`src/rtl/pong_pkg.sv`:
```
// Shared types and constants for the Pong match sequencer.
package pong_pkg;

  typedef enum logic [2:0] {
    IDLE,
    SERVE,
    PLAY,
    PAUSE,
    POINT,
    GAME_OVER
  } match_state_t;

  localparam logic DIR_RIGHT = 1'b0;
  localparam logic DIR_LEFT  = 1'b1;

  function automatic int max_int(input int a, input int b);
    return (a > b) ? a : b;
  endfunction

endpackage

```
`src/rtl/pong_match_ctrl_frame_timer.sv`:
```
// Frame-pulse counter with a runtime terminal count; shared by serve delay
// and game-over hold.
module frame_timer #(
  parameter int CNTW = 8
) (
  input  logic            clk_pix,
  input  logic            rst_n,
  input  logic            clr,
  input  logic            en,
  input  logic            frame,
  input  logic [CNTW-1:0] tc,
  output logic            done
);

  logic [CNTW-1:0] cnt;

  assign done = (cnt == tc);

  // Holding at terminal count keeps the counter from ever wrapping.
  always_ff @(posedge clk_pix or negedge rst_n) begin
    if (!rst_n)                   cnt <= '0;
    else if (clr)                 cnt <= '0;
    else if (en && frame && !done) cnt <= cnt + 1'b1;
  end

endmodule

```
`src/rtl/pong_match_ctrl.sv`:
```
// Pong match sequencer: owns scores, serve direction, serve delay, pause
// and game-over hold. Outputs are registered from the next state.
module pong_match_ctrl
  import pong_pkg::*;
#(
  parameter int WIN_SCORE   = 11,
  parameter int SCOREW      = 4,
  parameter int SERVE_DELAY = 60,
  parameter int OVER_HOLD   = 180
) (
  input  logic              clk_pix,
  input  logic              rst_n,
  input  logic              frame,
  input  logic              sig_ctrl,
  input  logic              lft_col,
  input  logic              rgt_col,
  output logic              ball_run,
  output logic              ball_rst,
  output logic              serve_dir,
  output logic              demo,
  output logic [SCOREW-1:0] p1_score,
  output logic [SCOREW-1:0] p2_score,
  output logic              game_over,
  output logic              winner
);

  localparam int CNTW = $clog2(max_int(SERVE_DELAY, OVER_HOLD) + 1);
  localparam logic [SCOREW-1:0] WIN = SCOREW'(WIN_SCORE);

  match_state_t state, nxt;
  logic         timer_done;
  logic [CNTW-1:0] timer_tc;

  function automatic logic [SCOREW-1:0] sat_inc(input logic [SCOREW-1:0] s);
    return (&s) ? s : s + 1'b1;
  endfunction

  assign timer_tc = (state == GAME_OVER) ? CNTW'(OVER_HOLD) : CNTW'(SERVE_DELAY);

  frame_timer #(.CNTW(CNTW)) u_timer (
    .clk_pix (clk_pix),
    .rst_n   (rst_n),
    .clr     (nxt != state),
    .en      ((state == SERVE) || (state == GAME_OVER)),
    .frame   (frame),
    .tc      (timer_tc),
    .done    (timer_done)
  );

  // NOTE: nxt gets a default before the case so no path leaves it unassigned,
  // which would otherwise infer a latch.
  always_comb begin
    nxt = state;
    case (state)
      IDLE:      if (sig_ctrl) nxt = SERVE;
      SERVE:     if (timer_done) nxt = PLAY;
      PLAY: begin
        if (lft_col || rgt_col) nxt = POINT;
        else if (sig_ctrl)      nxt = PAUSE;
      end
      PAUSE:     if (sig_ctrl) nxt = PLAY;
      POINT: begin
        if ((p1_score == WIN) || (p2_score == WIN)) nxt = GAME_OVER;
        else                                        nxt = SERVE;
      end
      GAME_OVER: if (timer_done) nxt = IDLE;
      default:   nxt = IDLE;
    endcase
  end

  // NOTE: sequential state uses non-blocking assignments so every register
  // samples pre-edge values, regardless of statement order.
  always_ff @(posedge clk_pix or negedge rst_n) begin
    if (!rst_n) begin
      state     <= IDLE;
      ball_run  <= 1'b1;
      ball_rst  <= 1'b0;
      demo      <= 1'b1;
      game_over <= 1'b0;
    end else begin
      state     <= nxt;
      ball_run  <= (nxt == IDLE) || (nxt == PLAY);
      ball_rst  <= (nxt == SERVE) && (state != SERVE);
      demo      <= (nxt == IDLE);
      game_over <= (nxt == GAME_OVER);
    end
  end

  // Collisions are only looked at in PLAY, so a held level scores once.
  always_ff @(posedge clk_pix or negedge rst_n) begin
    if (!rst_n) begin
      p1_score  <= '0;
      p2_score  <= '0;
      serve_dir <= DIR_RIGHT;
      winner    <= 1'b0;
    end else begin
      case (state)
        IDLE: if (sig_ctrl) begin
          p1_score  <= '0;
          p2_score  <= '0;
          serve_dir <= DIR_RIGHT;
        end
        PLAY: begin
          if (lft_col) begin
            p2_score  <= sat_inc(p2_score);
            serve_dir <= DIR_LEFT;
          end else if (rgt_col) begin
            p1_score  <= sat_inc(p1_score);
            serve_dir <= DIR_RIGHT;
          end
        end
        POINT: if (nxt == GAME_OVER) winner <= (p1_score != WIN);
        default: ;
      endcase
    end
  end

endmodule

```
`config.mk`:
```
export PLATFORM = sky130hd
export DESIGN_NAME = pong_match_ctrl
export DESIGN_NICKNAME = d
export VERILOG_FILES = /design/src/rtl/pong_pkg.sv /design/src/rtl/pong_match_ctrl_frame_timer.sv /design/src/rtl/pong_match_ctrl.sv
export SDC_FILE = /design/constraint.sdc
export NUM_CORES = 1
export LEC_CHECK = 0
export CAP_MARGIN = 15
export CORE_ASPECT_RATIO = 0.5
export CORE_UTILIZATION = 25
export DETAILED_ROUTE_END_ITERATION = 7
export PLACE_DENSITY_LB_ADDON = 0.05
export SLEW_MARGIN = 20
export SYNTH_ARGS = -nofsm -noshare
export SYNTH_HDL_FRONTEND = slang
export SYNTH_SLANG_ARGS = --single-unit
```
`constraint.sdc`:
```
create_clock -name clk_pix -period 1.9 [get_ports clk_pix]
set_input_delay 0.285 -clock clk_pix [delete_from_list [all_inputs] [get_ports clk_pix]]
set_output_delay 0.285 -clock clk_pix [all_outputs]
set_load 0.03 [all_outputs]
```
# After elaboration in Yosys (flattened, before gate mapping)
# Index checks and enable logic that the tools add are counted.
# Widths: inputs -> output; s select.
dict set report word_totals {
  reg_bits 25
  latch_bits 0
  ramBits 0
  mem_bits_ro 0
  in_bits 6
  output_inout_bits 14
  word_cells 75
  mem_count 0
}
dict set report op_classes {
  n_addsub 3
  n_mul 0
  n_div 0
  n_lt_le_gt_ge 0
  eq_ne 21
  shift 0
  n_mux 23
  n_bitwise 0
  reduce_logical 18
}
# cell count
set ops {}
lappend ops {{$mux 4} 6}
lappend ops {{$mux 8} 3}
lappend ops {{$mux 3} 7}
lappend ops {{$pmux 3 s6} 1}
lappend ops {{$pmux 4 s2} 2}
lappend ops {{$ne 2x2->1 const B} 6}
lappend ops {{$reduce_and 4->1} 3}
lappend ops {{$eq 3x2->1 const B} 3}
lappend ops {{$eq 3x3->1 const B} 3}
lappend ops {{$add 4x1->4 const B} 2}
lappend ops {{$add 8x1->8 const B} 1}
lappend ops {{$eq 4x4->1 const B} 2}
lappend ops {{$eq 8x8->1} 1}
lappend ops {{$eq 3x1->1 const B} 2}
lappend ops {{$logic_not 3->1} 2}
lappend ops {{$reduce_and 5->1} 1}
lappend ops {{$logic_or 1x1->1} 4}
lappend ops {{$ne 4x4->1 const B} 1}
lappend ops {{$reduce_bool 2->1} 2}
lappend ops {{$logic_and 1x1->1} 3}
lappend ops {{$mux 1} 3}
lappend ops {{$ne 3x1->1 const B} 1}
lappend ops {{$ne 3x3->1} 1}
lappend ops {{$ne 3x3->1 const B} 1}
lappend ops {{other kinds (4)} 4}

# Logic depth before layout (Yosys ltp)
# Gate-level depths: netlist (run 1).
dict set report logic_depth {
  ltp_word 7
  ltp_mapped 7
  depth_no_buf 7
}

# Cells and area by module
# Synthesis (run 1) repeated with hierarchy kept, for this count alone.
dict set report hier_totals {
  hier_cells 142
  hier_area_um2 1477.7
}
# mod n_inst cells_per_inst area_each_um2 seq_area_each_um2
set modules_own_cells {}
lappend modules_own_cells {pong_match_ctrl 1 90 972.2 427.9}
lappend modules_own_cells {frame_timer 1 52 505.5 200.2}

# Least setup slack after synthesis (run 1)
# Ideal clock, no wire load.
dict set report synth_path {
  kind {register -> register}
  from {register p1_score[0]}
  to {register demo}
  setup_time_ps 105
  t_arrival_ps 1586
  t_required_ps 1795
  path_slack_ps 209
  path_stages_with_launch 6
  path_buffers 0
  synth_period_minus_slack_ps 1691
  path_cell_list {dfrtp_1 > ha_1 > and3b_1 > nor3_1 > a311oi_2 > a2111oi_2}
}
dict set report synth_via {
  elab_chain_len 5
}
# element line_no
set synth_lines {}
lappend synth_lines {{from (decl)} pong_match_ctrl.sv:21} ;# output logic [SCOREW-1:0] p1_score,
lappend synth_lines {{from (signal assigned)} pong_match_ctrl.sv:108} ;# p1_score <= sat_inc(p1_score);
lappend synth_lines {{$eq 4x4->1} pong_match_ctrl.sv:63} ;# if ((p1_score == WIN) || (p2_score == WIN)) nxt = GAME_OVER;
lappend synth_lines {{$logic_or 1x1->1} pong_match_ctrl.sv:63}
lappend synth_lines {{$mux 3} pong_match_ctrl.sv:63}
lappend synth_lines {{$pmux 3 s6} pong_match_ctrl.sv:54} ;# case (state)
lappend synth_lines {{$logic_not 3->1} pong_match_ctrl.sv:84} ;# demo <= (nxt == IDLE);
lappend synth_lines {{to (signal assigned)} pong_match_ctrl.sv:84}
lappend synth_lines {{to (decl)} pong_match_ctrl.sv:20} ;# output logic demo,
# No other way between the ends.
# A chain may end at the register's enable or synchronous reset.

# Worst setup path after layout (run 1)
dict set report layout_path {
  from {register u_timer.cnt[1]}
  to {register u_timer.cnt[6]}
}
dict set report layout_via {
  elab_chain_len 5
  elab_cells_between_ends 11
  cone_classes {add/sub (1); eq/ne (2); mux (5); reduce/logical (3)}
}
# element line_no
set layout_lines {}
lappend layout_lines {{from (decl)} pong_match_ctrl_frame_timer.sv:15} ;# logic [CNTW-1:0] cnt;
lappend layout_lines {{from (signal assigned)} pong_match_ctrl_frame_timer.sv:23} ;# else if (en && frame && !done) cnt <= cnt + 1'b1;
lappend layout_lines {{$eq 8x8->1} pong_match_ctrl_frame_timer.sv:17} ;# assign done = (cnt == tc);
lappend layout_lines {{$mux 3 (on tied branches)} {pong_match_ctrl.sv:66, pong_match_ctrl.sv:56}}
lappend layout_lines {{$pmux 3 s6} pong_match_ctrl.sv:54}
lappend layout_lines {{$ne 3x3->1} pong_match_ctrl.sv:43} ;# .clr (nxt != state),
lappend layout_lines {{$mux 8 or $reduce_bool 2->1 (tied branches)} -}
# Several ways; a longest one is shown, not always the timed one. The select of a mux whose other input is x is not followed.

==> impl_metrics.json, run 1 <==
{
  "grt_pass1_vias": 1312,
  "clkTransAtPathRegs_ns": 0.07,
  "period_minus_slack_ns": 1.826,
  "cp_max_fo": 6,
  "htreeDepth": 1,
  "synthesis.instances": 153,
  "totalWireLength_mm": 3.643,
  "worst-setup-path-type": "register to register",
  "crit_arrival_ns": 2.02,
  "ys_ff_latch": 25,
  "reg2reg_depth": 6,
  "combPwrFrac": 0.296,
  "cell_internal_pwr_mw": 1.128,
  "layout_common_cells": "dfrtp_1 (23), buf_4 (21), clkdlybuf4s50_1 (19)",
  "crit_start": "u_timer.cnt[1]",
  "max_freq_mhz": 547.6,
  "clock_latency_ns": 0.26,
  "grt_max_degree": 26,
  "core_mm2": 0.005563,
  "cts_buffers": 3,
  "antenna_found_initial": 0,
  "max_stage_delay_ns": 0.47,
  "ys.flop_type": "dfrtp_1",
  "grt.overflow.total": 0,
  "nets": 204,
  "row_count": 19,
  "status": "finished, final reports clean",
  "die_h_um": 56.18,
  "total_leakage_power_nw": 0.8670,
  "drtAntennaViolNets": 0,
  "hold_viol": 0,
  "switching_share": 0.3202,
  "rsz0062_at_grt": "true",
  "ys_types": 50,
  "cellPowerDensity_mw_per_mm2": 837.1,
  "path_delay_family": "simple AND/OR/NAND/NOR gates",
  "synth_nets": 163,
  "syn-cell-area_mm2": 0.001468,
  "gr-usage-all-layers": 0.1360,
  "seqPwrFrac": 0.405,
  "ys_async_sr_fraction": 1.000,
  "yosys_warnings": 0,
  "setup_tns_ns": 0,
  "gp_congestion": 0.7121,
  "setup_viol": 0,
  "drive_above_1_share": 0.2021,
  "endpoint_kind": "register",
  "cts-root-buf": "clkbuf_16",
  "n_antenna_cell": 0,
  "path_buf_inv": 1,
  "r2r_start": "u_timer.cnt[1]",
  "tightest_slew_ns": 0.4503,
  "cts_tree": "built",
  "critical_path.slowest_cell": "or4_1",
  "drc": 0,
  "syn2layout_area_growth_pct": 35.04,
  "clock-sinks": 25,
  "drtIter0Drc": 39,
  "skew_ns": 0.004061,
  "synth.largest_area_cell": "dfrtp_1",
  "vias": 1271,
  "slew_violations": 0,
  "crit_path_start_kind": "register",
  "p_switching_mw": 0.5313,
  "max-cap-violations": 0,
  "synth_edf_count": 0,
  "post-dp-hpwl_mm": 2.741,
  "finalCritPeriodShare": 0.9612,
  "nFillCells": 607,
  "slew-limit-headroom": 0.6998,
  "start_util": 0.2638,
  "final_util": 0.3563,
  "crit_chain": "inv_1 > ha_1 > and4b_1 > and4_2 > or4_1 > a21oi_1",
  "rrSetupSlack_ns": 0.07,
  "io_pins": 20,
  "synth_seq_area_share": 0.4280,
  "drt_first_pass_iters": 4,
  "ir_worst_vdd_mv": 0.4043,
  "die_w_um": 110.4,
  "cp.required_ns": 2.09,
  "worstReg2RegEnd": "u_timer.cnt[6]",
  "clock_path_buffers": 2,
  "avgSynthCellArea_um2": 9.593,
  "die-area_mm2": 0.006200,
  "synth.area.top_cells": "dfrtp_1 (39%), o21ai_0 (4.4%), nand3_1 (3.8%), dfstp_2 (3.6%), a21oi_1 (3.4%)",
  "mostFrequentLayoutCell": "dfrtp_1",
  "io_buffers": 19,
  "grt_pass1_wl_mm": 6.492,
  "synth_top_area_frac": 0.3922,
  "via_per_inst": 4.778,
  "clkPwrFrac": 0.298,
  "avgRoutedWirePerCell_um": 13.70,
  "holdCritPathClass": "primary input to async pin"
}
routing by layer:
metal	wire length, um	GRT usage
met5	0	0
met1	1879	0.2020
met2	1597	0.2014
met3	150	0.03513
met4	15	0.01692
worst max-delay path by stage:
stage	endpoint	depth (start not counted)	slack (ns)
2_1_floorplan	demo	5	0.21
3_3_place_gp	demo	6	-0.01
3_5_place_dp	demo	6	-0.04
4_1_cts	demo	7	0.06
5_1_grt	u_timer.cnt[6]	6	-0.04
6_report	u_timer.cnt[6]	6	0.07
synth_stat cells (4+ instances only):
| cell type | instances |
|---|---|
| dfrtp_1 | 23 |
| o21ai_0 | 13 |
| nand3_1 | 11 |
| a21oi_1 | 10 |
| inv_1 | 8 |
| nand2_1 | 8 |
| nor2_1 | 6 |
| ha_1 | 4 |
| nand4_1 | 4 |
| nor2b_1 | 4 |
repair_timing:
action                                  in CTS  in global routing
endpoints found under the hold margin        0                  0
hold buffers                                 0                  0
gates resized for setup                      0                  3
endpoints found under the setup margin       0                  3
setup buffers                                0                  2
metrics by stage:
step / worst slack (ns) / cells / power, mW / area, um^2 / hold slack, ns
floorplan: 0.2094 / 153 / 0.9360 / 1468 / -0.01059
global placement: -0.01126 / 260 / 1.147 / 1871 / 0.4736
detailed placement: -0.03666 / 260 / 1.146 / 1871 / 0.4801
CTS: 0.05881 / 264 / 1.654 / 1953 / 0.4115
global route: -0.03737 / 266 / 1.773 / 1982 / 0.4315
finish: 0.07381 / 266 / 1.659 / 1982 / 0.3825
logic make-up after synthesis:
kind of cell,share of synthesized area
adder cells (fa/ha/maj),0.03410
multiplexers,0.006820
AO/OA/AOI/OAI,0.2003
flip-flops,0.4280
buffers and inverters,0.03495
AND/OR/NAND/NOR,0.2839
XOR/XNOR,0.01194
power by group through the flow:
| stage | Clock, mW | Sequential, mW | Combinational [mW] |
|---|---|---|---|
| after floorplan | 0 | 0.719 | 0.217 |
| after CTS | 0.514 | 0.671 | 0.469 |
| after global routing | 0.540 | 0.684 | 0.549 |
| after global placement | 0 | 0.680 | 0.467 |
| after detailed placement | 0 | 0.681 | 0.466 |
| final | 0.495 | 0.672 | 0.492 |
registers in the layout (all words and copies together), names as in the netlist:
name / count
u_timer.cnt: 8
p1_score: 4
p2_score: 4
state: 3
ball_rst: 1
ball_run: 1
demo: 1
game_over: 1
serve_dir: 1
winner: 1
area by class of cell:
class,count,area [um^2],share of cell area
tap,73,91.34,0.04609
inverter,8,30.03,0.01515
sequential,25,628.1,0.3169
clock buffer,3,75.07,0.03788
clock inverter,1,7.507,0.003788
timing repair buffer,40,347.8,0.1755
multi-input combinational,116,802.0,0.4047
No activity file was read; power rests on OpenSTA's default activity.
==> run 2: changes to the inputs <==
CTS_CLUSTER_DIAMETER = 30   (was default)
==> results of run 2 <==
The final DEF is identical to that of run 1; final timing and power are the same.
